### config.mk
export PLATFORM = sky130hd
export DESIGN_NAME = regfile_write_arbiter
export DESIGN_NICKNAME = d
export VERILOG_FILES = /design/src/rtl/regfile_write_arbiter.sv
export SDC_FILE = /design/constraint.sdc
export NUM_CORES = 1
export LEC_CHECK = 0
export CORE_MARGIN = 2
export CORE_UTILIZATION = 39
export CTS_CLUSTER_DIAMETER = 80
export CTS_CLUSTER_SIZE = 10
export DETAILED_ROUTE_END_ITERATION = 6
export GPL_TIMING_DRIVEN = 0
export MAX_ROUTING_LAYER = met4
export PLACE_DENSITY = 0.82
export SYNTH_ARGS = -nofsm -noshare
export SYNTH_HDL_FRONTEND = slang
export SYNTH_SLANG_ARGS = --single-unit
export TNS_END_PERCENT = 30
### constraint.sdc
create_clock -name clk -period 2.4 [get_ports clk]
set_clock_uncertainty 0.15 [all_clocks]
set_input_delay 0.36 -clock clk [delete_from_list [all_inputs] [get_ports clk]]
set_output_delay 0.36 -clock clk [all_outputs]
set_load 0.01 [all_outputs]
### src/rtl/regfile_write_arbiter.sv
// Round-robin arbiter sharing the register file write port between the ALU
// and load writeback paths, with a one-entry registered output stage.
module regfile_write_arbiter #(
    parameter int unsigned ADDR_W  = 5,
    parameter int unsigned DATA_W  = 32,
    parameter int unsigned ZERO_RO = 1,
    parameter int unsigned CNT_W   = 16
) (
    input  logic              clk,
    input  logic              rst,
    input  logic              stall,
    input  logic              req0_valid,
    input  logic [ADDR_W-1:0] req0_addr,
    input  logic [DATA_W-1:0] req0_data,
    output logic              req0_ready,
    input  logic              req1_valid,
    input  logic [ADDR_W-1:0] req1_addr,
    input  logic [DATA_W-1:0] req1_data,
    output logic              req1_ready,
    output logic              write_enable,
    output logic [ADDR_W-1:0] write_addr,
    output logic [DATA_W-1:0] data_in,
    output logic              pend_valid,
    output logic              pend_src,
    output logic [CNT_W-1:0]  contention_cnt
);

    logic              rr_ptr;
    logic              gnt0;
    logic              gnt1;
    logic              xfer;
    logic              gnt_idx;
    logic [ADDR_W-1:0] gnt_addr;
    logic [DATA_W-1:0] gnt_data;
    logic              gnt_we;
    logic              contend;

    // Grant selection: a lone requester wins, otherwise rr_ptr breaks the tie.
    always_comb begin
        gnt0     = 1'b0;
        gnt1     = 1'b0;
        gnt_idx  = 1'b0;
        gnt_addr = req0_addr;
        gnt_data = req0_data;
        gnt_we   = 1'b0;
        contend  = 1'b0;
        if (!stall) begin
            contend = req0_valid && req1_valid;
            gnt0    = req0_valid && (!req1_valid || !rr_ptr);
            gnt1    = req1_valid && (!req0_valid ||  rr_ptr);
        end
        if (gnt1) begin
            gnt_idx  = 1'b1;
            gnt_addr = req1_addr;
            gnt_data = req1_data;
        end
        xfer   = gnt0 || gnt1;
        // Writes to r0 still complete the handshake but never reach the array.
        gnt_we = xfer && !((ZERO_RO != 0) && (gnt_addr == '0));
    end

    assign req0_ready = gnt0;
    assign req1_ready = gnt1;

    // Output stage, round-robin pointer and contention counter.
    always_ff @(posedge clk or posedge rst) begin
        if (rst) begin
            rr_ptr         <= 1'b0;
            write_enable   <= 1'b0;
            write_addr     <= '0;
            data_in        <= '0;
            pend_valid     <= 1'b0;
            pend_src       <= 1'b0;
            contention_cnt <= '0;
        end else begin
            pend_valid   <= xfer;
            pend_src     <= gnt_idx;
            write_enable <= gnt_we;
            if (xfer) begin
                rr_ptr     <= ~gnt_idx;
                write_addr <= gnt_addr;
                data_in    <= gnt_data;
            end
            if (contend && (contention_cnt != '1)) begin
                contention_cnt <= contention_cnt + CNT_W'(1);
            end
        end
    end

endmodule

==> results of run 1 <==
==> final cells by class <==
type	count	area share [%]
multi-input cells	111	21.6
clock buffers	12	3.92
repair buffers	139	33.2
well taps	77	2.28
plain buffers	13	1.69
inverters	35	3.12
flip-flops and latches	57	33.8
clock inverters	3	0.356
==> cells in the final DEF (no fill, tap or decap), types with 2 or more instances in the layout <==
| master | Yosys | routed |
|---|---|---|
| sky130_fd_sc_hd__and4_1 | 2 | 2 |
| sky130_fd_sc_hd__nor4_4 | 2 | 2 |
| sky130_fd_sc_hd__clkbuf_8 | 0 | 14 |
| sky130_fd_sc_hd__buf_4 | 0 | 2 |
| sky130_fd_sc_hd__nand2_1 | 10 | 10 |
| sky130_fd_sc_hd__nor4b_1 | 2 | 2 |
| sky130_fd_sc_hd__inv_1 | 35 | 34 |
| sky130_fd_sc_hd__clkinv_2 | 0 | 3 |
| sky130_fd_sc_hd__nand3_1 | 2 | 2 |
| sky130_fd_sc_hd__nor3_1 | 4 | 4 |
| sky130_fd_sc_hd__xor2_1 | 14 | 14 |
| sky130_fd_sc_hd__mux2i_1 | 5 | 5 |
| sky130_fd_sc_hd__nor2_1 | 6 | 6 |
| sky130_fd_sc_hd__clkbuf_1 | 11 | 9 |
| sky130_fd_sc_hd__nand4_1 | 6 | 6 |
| sky130_fd_sc_hd__a222oi_1 | 32 | 32 |
| sky130_fd_sc_hd__nor4_1 | 4 | 4 |
| sky130_fd_sc_hd__dfrtp_1 | 57 | 57 |
| sky130_fd_sc_hd__o21ai_0 | 6 | 6 |
| sky130_fd_sc_hd__nand3_2 | 2 | 2 |
| sky130_fd_sc_hd__clkdlybuf4s50_1 | 0 | 132 |
| sky130_fd_sc_hd__buf_2 | 2 | 2 |
| sky130_fd_sc_hd__dlymetal6s2s_1 | 0 | 2 |
| sky130_fd_sc_hd__dlygate4sd2_1 | 0 | 2 |
==> power groups by stage <==
stage / Clock (W) / Combinational [W] / Sequential, W
floorplan: 0 / 0.000226 / 0.00132
global placement: 0 / 0.000787 / 0.00126
detailed placement: 0 / 0.000807 / 0.00126
CTS: 0.000830 / 0.000821 / 0.00125
global route: 0.000875 / 0.000876 / 0.00127
finish: 0.000804 / 0.000811 / 0.00125
==> per-layer routing <==
| metal | GRT usage [%] | routed length [um] | vias up |
|---|---|---|---|
| met2 | 32.1 | 3590 | 98 |
| li1 | - | - | 1107 |
| met1 | 27.6 | 3110 | 1145 |
| met4 | 9.82 | 110 | 0 |
| met5 | - | 0 | - |
| met3 | 5.24 | 429 | 11 |
==> flip-flops by register name (all words and copies together), names as in the netlist <==
register and flops:
write_addr 5, rr_ptr 1, write_enable 1, data_in 32
pend_valid 1, contention_cnt 16, pend_src 1
==> logic make-up (layout without fill, tap and decap cells) <==
family                   count (synthesis)  count (layout)
flip-flops                              57              57
buffers and inverters                   48             202
AND/OR/NAND/NOR                         46              46
AO/OA/AOI/OAI                           43              43
XOR/XNOR                                15              15
multiplexers                             6               6
adder cells (fa/ha/maj)                  1               1
==> worst max-delay path: cells and delay by family <==
| kind | cells | cell delay (ns) |
|---|---|---|
| buf+inv | 3 | 0.82 |
| simple gates | 1 | 0.21 |
| compound gates | 1 | 0.15 |
==> per-stage QoR <==
step / area (um^2) / power, W
after floorplan: 2500 / 0.00154
after global placement: 3960 / 0.00205
after detailed placement: 3980 / 0.00207
after CTS: 4210 / 0.00290
after global routing: 4220 / 0.00303
final: 4220 / 0.00287
==> path summary, 6_finish.rpt <==
path                                      to  cells past startpoint
min in group clk               write_addr[3]                      2
max in group asynchronous      write_addr[4]                      3
setup / recovery                  req1_ready                      5
hold reg to reg                write_addr[3]                      2
hold / removal                    data_in[9]                      2
setup reg to reg           contention_cnt[9]                      6
==> repair_timing <==
item	4_1_cts	5_1_grt
buffers inserted	2	0
endpoints found under the hold margin	0	0
resized for setup	12	2
setup endpoints to repair	2	2
==> load_flow_metrics.sql, run 1 <==
INSERT INTO impl_metrics (metric_group, metric, value, unit) VALUES
('logic_synthesis', 'synth_top_area_cell', 'sky130_fd_sc_hd__dfrtp_1', ''),
('cts', 'cts_sink_cnt', '57', ''),
('die', 'floorplan.io_pins', '137', ''),
('worst_setup_path', 'cp-startpoint', 'stall', ''),
('worst_setup_path', 'crit_arrival', '1.54', 'ns'),
('logic_synthesis', 'synth_fp_nets', '296', ''),
('power', 'power_share_of_the_combinational_group', '28.3', '%'),
('worst_setup_path', 'cp_cell_instances', 'clkdlybuf4s50_1 > nand2b_1 > a21oi_2 > clkbuf_8 > dlymetal6s2s_1', ''),
('logic_synthesis', 'most_frequent_cell_after_synthesis', 'sky130_fd_sc_hd__dfrtp_1', ''),
('cts', 'tritoncts', 'yes', ''),
('timing', 'layout_worst_path_cycle_share', '85.2', '%'),
('cts', 'cts-htree-levels', '3', ''),
('global_route', 'largest_net_degree_at_the_start_of_global_routing', '31', ''),
('timing', 'finalSetupTns', '0', 'ns'),
('logic_synthesis', 'yosysSeqAreaShare', '57.1', '%'),
('logic_synthesis', 'synth-edff-count', '0', ''),
('detailed_routing', 'drt_first_iter_violations', '190', ''),
('worst_setup_path', 'worst_setup_start_kind', 'input port', ''),
('cts', 'cts-buffers-inserted', '9', ''),
('die', 'die_w', '84.0', 'um'),
('power', 'switchingPower', '0.000815', 'W'),
('place', 'gp_congestion', '0.841', ''),
('detailed_routing', 'drt_drc_violations_left', '0', ''),
('timing', 'final_max_slew_viol_count', '0', ''),
('cts', 'cts-root-buf', 'sky130_fd_sc_hd__clkbuf_8', ''),
('logic_synthesis', 'synth_xor_xnor_area_share', '5.26', '%'),
('detailed_routing', 'drt-wirelength-per-cell', '16.2', 'um'),
('power', 'power.share.switching', '28.4', '%'),
('logic_synthesis', 'synth-adder-area-share', '0.501', '%'),
('die', 'core.rowCount', '29', ''),
('place', 'numPortBuffers', '136', ''),
('worst_setup_path', 'maximum_single_stage_delay_on_the_critical_path', '0.47', 'ns'),
('cts', 'buffer_depth_of_the_longest_clock_path', '2', ''),
('logic_synthesis', 'syn_area', '2500', 'um^2'),
('worst_setup_path', 'critPathSlowestCell', 'sky130_fd_sc_hd__clkdlybuf4s50_1', ''),
('global_route', 'global_route.usage.total', '21.5', '%'),
('timing', 'final_count_of_negative_setup_slack_endpoints', '0', ''),
('logic_synthesis', 'ys_ff_latch', '57', ''),
('timing', 'transition_time_at_the_pin_with_the_least_slew_margin', '0.660', 'ns'),
('detailed_routing', 'drt.antenna.violating_nets', '0', ''),
('logic_synthesis', 'postSynth.asyncResetShare', '100', '%'),
('outcome', 'run_status', 'finished clean', ''),
('power', 'fraction_of_power_consumed_by_the_clock_network', '28.0', '%'),
('worst_setup_path', 'critical_path.endpoint_type', 'output pin', ''),
('timing', 'fmax', '489', 'MHz'),
('timing', 'timing_hold_violations_final', '0', ''),
('power', 'sequentialPowerShare', '43.7', '%'),
('layout', 'diodes', '0', ''),
('detailed_routing', 'dr.pass1.iters', '6', ''),
('logic_synthesis', 'ys_top_cells_by_area', 'sky130_fd_sc_hd__dfrtp_1 (57%), sky130_fd_sc_hd__a222oi_1 (13%), sky130_fd_sc_hd__inv_1 (5.3%), sky130_fd_sc_hd__xor2_1 (4.9%), sky130_fd_sc_hd__mux2i_1 (2.0%)', ''),
('logic_synthesis', 'synth.avg_cell_area', '11.6', 'um^2'),
('logic_synthesis', 'main_combinational_cell_family_by_area_after_synthesis', 'compound AO/OA/AOI/OAI gates', ''),
('power', 'power.ir.vdd_worst', '0.000417', 'V'),
('detailed_routing', 'via_count', '2361', ''),
('global_route', 'antenna_found_initial', '0', ''),
('timing', 'setup_ws', '0.355', 'ns'),
('global_route', 'grt.overflow.total', '0', ''),
('cts', 'insertion_delay', '0.32', 'ns'),
('die', 'initial_utilization', '39.8', '%'),
('power', 'power.leakage', '1.94', 'nW'),
('detailed_routing', 'vias_per_cell', '5.28', ''),
('logic_synthesis', 'most_instantiated_flip_flop_cell_in_the_synthesis_netlist', 'sky130_fd_sc_hd__dfrtp_1', ''),
('logic_synthesis', 'distinct_cells_synth', '30', ''),
('logic_synthesis', 'yosys.area_share.simple', '11.9', '%'),
('hold_path', 'worstHoldPathType', 'input port to async pin', ''),
('logic_synthesis', 'synth.mux.area_fraction', '2.45', '%'),
('layout', 'nFillCells', '510', ''),
('cts', 'clkTransAtPathRegs', '0.06', 'ns'),
('timing', 'finalWorstPathRequiredPeriod', '2.05', 'ns'),
('worst_setup_path', 'timing_worst_setup_path_type', 'input port to output pin', ''),
('worst_setup_path', 'critical_path.max_fanout', '11', '');
Power figures use the tool's default switching activity.
==> run 2: changes to the inputs <==
- GPL_TIMING_DRIVEN: 0 -> unset
- SETUP_SLACK_MARGIN: unset -> 0.15
==> load_flow_metrics.sql, run 2 (same netlist as run 1, synthesis figures left out) <==
INSERT INTO impl_metrics (metric_group, metric, value, unit) VALUES
('outcome', 'run_status', 'finished clean', ''),
('layout', 'post_route_cells_drive_above_1_share', '9.34', '%'),
('die', 'core', '6280', 'um^2'),
('layout', 'final_net_count', '440', ''),
('global_route', 'grt_pass1_vias', '2470', ''),
('worst_setup_path', 'crit_arrival', '1.51', 'ns'),
('layout', 'largest_register_ffs', '32', ''),
('worst_setup_path', 'critical_path.max_fanout', '4', ''),
('die', 'die_w', '84.0', 'um'),
('timing', 'finalWorstPathRequiredPeriod', '2.02', 'ns'),
('cts', 'clkTransAtPathRegs', '0.06', 'ns'),
('worst_setup_path', 'worst_ep_required_time', '1.89', 'ns'),
('timing', 'finalSetupTns', '0', 'ns'),
('power', 'power.leakage', '1.93', 'nW'),
('layout', 'regMostFlops', 'data_in', ''),
('flow_run', 'maxCapViolations', '0', ''),
('die', 'core.rowCount', '29', ''),
('global_route', 'grt.overflow.total', '0', ''),
('cts', 'postCtsHoldBufs', '0', ''),
('die', 'floorplan.die_area', '7060', 'um^2'),
('detailed_routing', 'drt-wirelength-per-cell', '16.5', 'um'),
('detailed_routing', 'wirelength', '7.26', 'mm'),
('place', 'numPortBuffers', '136', ''),
('global_route', 'grt_first_pass_wirelength', '12.0', 'mm'),
('layout', 'finish.instance_area', '4220', 'um^2'),
('layout', 'syn2layout_area_growth', '69.0', '%'),
('worst_setup_path', 'cp-startpoint', 'stall', ''),
('place', 'gp_congestion', '0.807', ''),
('hold_path', 'worstHoldPathType', 'input port to async pin', ''),
('die', 'initial_utilization', '39.8', '%'),
('global_route', 'global_route.usage.total', '22.0', '%'),
('power', 'power-per-cell-area', '683', 'nW/um^2'),
('layout', 'nFillCells', '493', ''),
('worst_setup_path', 'reg2reg_slack', '0.43', 'ns'),
('detailed_routing', 'vias_per_cell', '5.32', ''),
('layout', 'mostFrequentLayoutCells', 'sky130_fd_sc_hd__clkdlybuf4s50_1 (133), sky130_fd_sc_hd__dfrtp_1 (57), sky130_fd_sc_hd__inv_1 (34)', ''),
('global_route', 'antenna_found_initial', '0', ''),
('timing', 'rsz0062_at_grt', 'no', ''),
('cts', 'buffer_depth_of_the_longest_clock_path', '2', ''),
('detailed_routing', 'drt_drc_violations_left', '0', ''),
('layout', 'final_non_filler_cells', '441', ''),
('worst_setup_path', 'worst_setup_start_kind', 'input port', ''),
('global_route', 'largest_net_degree_at_the_start_of_global_routing', '45', ''),
('timing', 'whs', '0.216', 'ns'),
('timing', 'fmax', '494', 'MHz'),
('detailed_routing', 'dr.pass1.iters', '7', ''),
('layout', 'diodes', '0', ''),
('worst_setup_path', 'critical_path.reg2reg.startpoint', 'contention_cnt[0]', ''),
('timing', 'transition_time_at_the_pin_with_the_least_slew_margin', '0.437', 'ns'),
('die', 'dieHeight', '84.0', 'um'),
('timing', 'final_max_slew_viol_count', '0', ''),
('worst_setup_path', 'critical_path.reg2reg.endpoint', 'contention_cnt[1]', ''),
('cts', 'tritoncts', 'yes', ''),
('timing', 'timing_hold_violations_final', '0', ''),
('detailed_routing', 'drt.antenna.violating_nets', '0', ''),
('cts', 'cts-root-buf', 'sky130_fd_sc_hd__clkbuf_8', ''),
('cts', 'cts-htree-levels', '3', ''),
('layout', 'layout_commonest_cell', 'sky130_fd_sc_hd__clkdlybuf4s50_1', ''),
('layout', 'largestRegisters', 'data_in: 32 flops, contention_cnt: 16 flops, write_addr: 5 flops', ''),
('cts', 'cts-buffers-inserted', '9', ''),
('die', 'floorplan.io_pins', '137', ''),
('detailed_routing', 'drt_first_iter_violations', '223', ''),
('power', 'power.ir.vdd_worst', '0.000473', 'V'),
('timing', 'layout_worst_path_cycle_share', '84.3', '%'),
('detailed_routing', 'via_count', '2348', ''),
('place', 'post-dp-hpwl', '5.29', 'mm'),
('cts', 'cts_sink_cnt', '57', ''),
('worst_setup_path', 'worstRegToRegCells', '6', ''),
('worst_setup_path', 'timing_worst_setup_path_type', 'input port to output pin', ''),
('timing', 'final_count_of_negative_setup_slack_endpoints', '0', ''),
('cts', 'insertion_delay', '0.32', 'ns'),
('place', 'number_of_cells_after_detailed_placement', '425', ''),
('worst_setup_path', 'critical_path.endpoint_type', 'output pin', ''),
('place', 'placedInstanceArea', '4030', 'um^2'),
('worst_setup_path', 'setup.worst_path.end', 'req1_ready', ''),
('timing', 'slew_headroom', '70.9', '%'),
('layout', 'post-route-util', '67.3', '%');
run 2: worst min-delay path by stage:
stage,startpoint,endpoint,slack (ns)
after global routing,rst,data_in[9],0.25
after detailed placement,write_addr[2],write_addr[2],0.32
final,rst,data_in[9],0.22
after floorplan,rr_ptr,rr_ptr,0.33
after CTS,rst,data_in[9],0.22
after global placement,write_addr[1],write_addr[1],0.32
run 2: metrics by stage:
| step | total power [W] | setup slack (ns) |
|---|---|---|
| 2_1_floorplan | 0.00154 | 0.490 |
| 4_1_cts | 0.00292 | 0.109 |
| 3_3_place_gp | 0.00207 | -0.0106 |
| 5_1_grt | 0.00304 | 0.238 |
| 6_report | 0.00289 | 0.376 |
| 3_5_place_dp | 0.00209 | -0.0187 |
run 2: final cells by class:
| type | instances | area (um^2) | area share, % |
|---|---|---|---|
| Clock buffer | 11 | 131 | 3.11 |
| Clock inverter | 4 | 45.0 | 1.07 |
| Inverter | 35 | 131 | 3.11 |
| Multi-Input combinational cell | 111 | 930 | 22.0 |
| Sequential cell | 57 | 1430 | 33.8 |
| Tap cell | 77 | 96.3 | 2.28 |
| Timing Repair Buffer | 146 | 1460 | 34.6 |
run 2: where the power goes:
part	internal [W]	total [W]	switching, W	leakage [nW]
clock	0.000469	0.000817	0.000348	0.0929
sequential	0.00111	0.00126	0.000142	0.716
combinational	0.000492	0.000812	0.000320	1.12
total	0.00207	0.00289	0.000810	1.93
run 2: critical path: stages:
cell	delay, ns
sky130_fd_sc_hd__clkdlybuf4s50_1	0.44
sky130_fd_sc_hd__nand2b_1	0.21
sky130_fd_sc_hd__a21oi_4	0.20
sky130_fd_sc_hd__dlygate4sd2_1	0.30
run 2: timing repair:
item                                    in CTS  in global routing
buffers inserted                             1                  0
endpoints found under the setup margin       2                  1
resized for setup                            3                  1
run 2: layer usage:
layer	share of wire, %	up-vias	global-route usage (%)
met5	0	-	-
met4	1.5	0	7.77
met3	6.3	9	4.06
met2	52	97	35.9
met1	41	1150	27.5
li1	-	1092	-
==> run 3: changes to the inputs <==
- clock period: 2.4 -> 1.9 ns (I/O delays scaled with it)
==> load_flow_metrics.sql, run 3 (same netlist as run 1, synthesis figures left out) <==
INSERT INTO impl_metrics (metric_group, metric, value, unit) VALUES
('outcome', 'run_status', 'finished clean', ''),
('worst_setup_path', 'maximum_single_stage_delay_on_the_critical_path', '0.58', 'ns'),
('timing', 'final_count_of_negative_setup_slack_endpoints', '0', ''),
('timing', 'setup_ws', '0.108', 'ns'),
('layout', 'post_route_cells_drive_above_1_share', '18.7', '%'),
('cts', 'tritoncts', 'yes', ''),
('layout', 'regMostFlops', 'data_in', ''),
('hold_path', 'worstHoldPathType', 'input port to async pin', ''),
('die', 'dieHeight', '84.0', 'um'),
('detailed_routing', 'vias_per_cell', '5.26', ''),
('timing', 'rsz0062_at_grt', 'yes', ''),
('die', 'floorplan.die_area', '7060', 'um^2'),
('power', 'sequentialPowerShare', '39.1', '%'),
('die', 'core.rowCount', '29', ''),
('cts', 'buffer_depth_of_the_longest_clock_path', '2', ''),
('flow_run', 'maxCapViolations', '0', ''),
('die', 'core', '6280', 'um^2'),
('global_route', 'largest_net_degree_at_the_start_of_global_routing', '33', ''),
('timing', 'final_max_slew_viol_count', '0', ''),
('cts', 'clkTransAtPathRegs', '0.06', 'ns'),
('timing', 'timing_hold_violations_final', '0', ''),
('die', 'die_w', '84.0', 'um'),
('place', 'gp_congestion', '0.877', ''),
('timing', 'layout_worst_path_cycle_share', '94.3', '%'),
('detailed_routing', 'drt_drc_violations_left', '0', ''),
('detailed_routing', 'drt-wirelength-per-cell', '16.3', 'um'),
('detailed_routing', 'via_count', '2464', ''),
('place', 'pre_cts_slack', '-0.242', 'ns'),
('worst_setup_path', 'critical_path.max_fanout', '5', ''),
('die', 'floorplan.io_pins', '137', ''),
('power', 'switchingPower', '0.00109', 'W'),
('cts', 'insertion_delay', '0.32', 'ns'),
('power', 'power_share_of_the_combinational_group', '30.5', '%'),
('detailed_routing', 'drt.antenna.violating_nets', '0', ''),
('timing', 'slew_headroom', '68.0', '%'),
('timing', 'finalWorstPathRequiredPeriod', '1.79', 'ns'),
('power', 'power.leakage', '2.09', 'nW'),
('power', 'power-per-cell-area', '882', 'nW/um^2'),
('worst_setup_path', 'timing_worst_setup_path_type', 'register to output pin', ''),
('layout', 'largestRegisters', 'data_in: 32 flops, contention_cnt: 16 flops, write_addr: 5 flops', ''),
('worst_setup_path', 'cp_cell_instances', 'clkdlybuf4s50_1', ''),
('layout', 'diodes', '0', ''),
('worst_setup_path', 'critical_path.endpoint_type', 'output pin', ''),
('power', 'fraction_of_power_consumed_by_the_clock_network', '30.4', '%'),
('worst_setup_path', 'worst_setup_start_kind', 'register', ''),
('global_route', 'grt_first_pass_wirelength', '12.2', 'mm'),
('cts', 'cts-buffers-inserted', '9', ''),
('global_route', 'antenna_found_initial', '0', ''),
('layout', 'largest_register_ffs', '32', ''),
('layout', 'nFillCells', '464', ''),
('detailed_routing', 'wirelength', '7.62', 'mm'),
('timing', 'fmax', '558', 'MHz'),
('global_route', 'grt_pass1_vias', '2550', ''),
('worst_setup_path', 'crit_arrival', '1.36', 'ns'),
('place', 'post-dp-hpwl', '5.51', 'mm'),
('cts', 'cts-htree-levels', '3', ''),
('layout', 'post-route-util', '71.9', '%'),
('worst_setup_path', 'worst_ep_required_time', '1.46', 'ns'),
('cts', 'cts-root-buf', 'sky130_fd_sc_hd__clkbuf_8', ''),
('timing', 'transition_time_at_the_pin_with_the_least_slew_margin', '0.479', 'ns'),
('worst_setup_path', 'timing.critical_path.buf_inv', '1', ''),
('global_route', 'global_route.usage.total', '22.0', '%'),
('power', 'power.share.switching', '27.4', '%'),
('place', 'numPortBuffers', '136', ''),
('layout', 'layout_commonest_cell', 'sky130_fd_sc_hd__clkdlybuf4s50_1', ''),
('layout', 'final_net_count', '466', ''),
('detailed_routing', 'dr.pass1.iters', '7', ''),
('detailed_routing', 'drt_first_iter_violations', '166', ''),
('worst_setup_path', 'critPathTopFamily', 'buffers and inverters', ''),
('power', 'power.ir.vdd_worst', '0.000645', 'V'),
('layout', 'mostFrequentLayoutCells', 'sky130_fd_sc_hd__clkdlybuf4s50_1 (128), sky130_fd_sc_hd__dfrtp_1 (54), sky130_fd_sc_hd__inv_1 (34)', ''),
('layout', 'syn2layout_area_growth', '80.6', '%'),
('worst_setup_path', 'critPathSlowestCell', 'sky130_fd_sc_hd__clkdlybuf4s50_1', ''),
('global_route', 'grt.overflow.total', '0', ''),
('cts', 'cts_sink_cnt', '57', ''),
('power', 'p_int', '0.00289', 'W'),
('die', 'initial_utilization', '39.8', '%');
## run 3: what timing repair did
item                                    4_1_cts  5_1_grt
gates resized for setup                      11       16
setup buffers                                 6        4
pin swaps                                     1       12
endpoints found under the setup margin       28       35
hold endpoints to repair                      0        0
hold buffers                                  0        0
## run 3: layer usage
metal  GRT usage [%]  wire, um
met3            3.96       404
met2            37.5      4070
met4            6.60        48
met1            26.7      3100
met5               -         0
## run 3: through the flow
| step | setup TNS [ns] | cells | area, um^2 | hold WS, ns | total power [W] |
|---|---|---|---|---|---|
| 6_report | 0 | 468 | 4510 | 0.191 | 0.00398 |
| 5_1_grt | 0 | 468 | 4510 | 0.219 | 0.00417 |
| 4_1_cts | 0 | 464 | 4440 | 0.200 | 0.00397 |
| 3_5_place_dp | -3.88 | 442 | 4180 | 0.321 | 0.00273 |
| 3_3_place_gp | -2.00 | 442 | 4180 | 0.313 | 0.00270 |
| 2_1_floorplan | 0 | 216 | 2510 | 0.222 | 0.00195 |
## run 3: area by class of cell
| cell class | instances | area (um^2) | share of cell area [%] |
|---|---|---|---|
| well taps | 77 | 96.3 | 2.13 |
| repair buffers | 172 | 1680 | 37.2 |
| flip-flops and latches | 57 | 1430 | 31.7 |
| clock inverters | 2 | 35.0 | 0.776 |
| multi-input cells | 111 | 955 | 21.2 |
| inverters | 35 | 135 | 2.99 |
| clock buffers | 14 | 183 | 4.05 |
## run 3: worst paths after layout
path | start | to | slack, ns | depth (start not counted)
worst max-delay path | contention_cnt[2] | contention_cnt[2] | 0.11 | 1
worst min register to register | write_addr[0] | write_addr[0] | 0.33 | 2
worst max register to register | contention_cnt[1] | contention_cnt[1] | 0.12 | 6
min in group clk | write_addr[0] | write_addr[0] | 0.33 | 2
worst min-delay path | rst | contention_cnt[13] | 0.19 | 2
max in group asynchronous | rst | contention_cnt[9] | 0.94 | 3
## run 3: power groups by stage
stage / clock network, W / registers [W] / logic [W]
after floorplan: 0 / 0.00167 / 0.000286
after global placement: 0 / 0.00157 / 0.00113
after detailed placement: 0 / 0.00157 / 0.00116
after CTS: 0.00123 / 0.00155 / 0.00119
after global routing: 0.00128 / 0.00158 / 0.00131
final: 0.00121 / 0.00156 / 0.00122
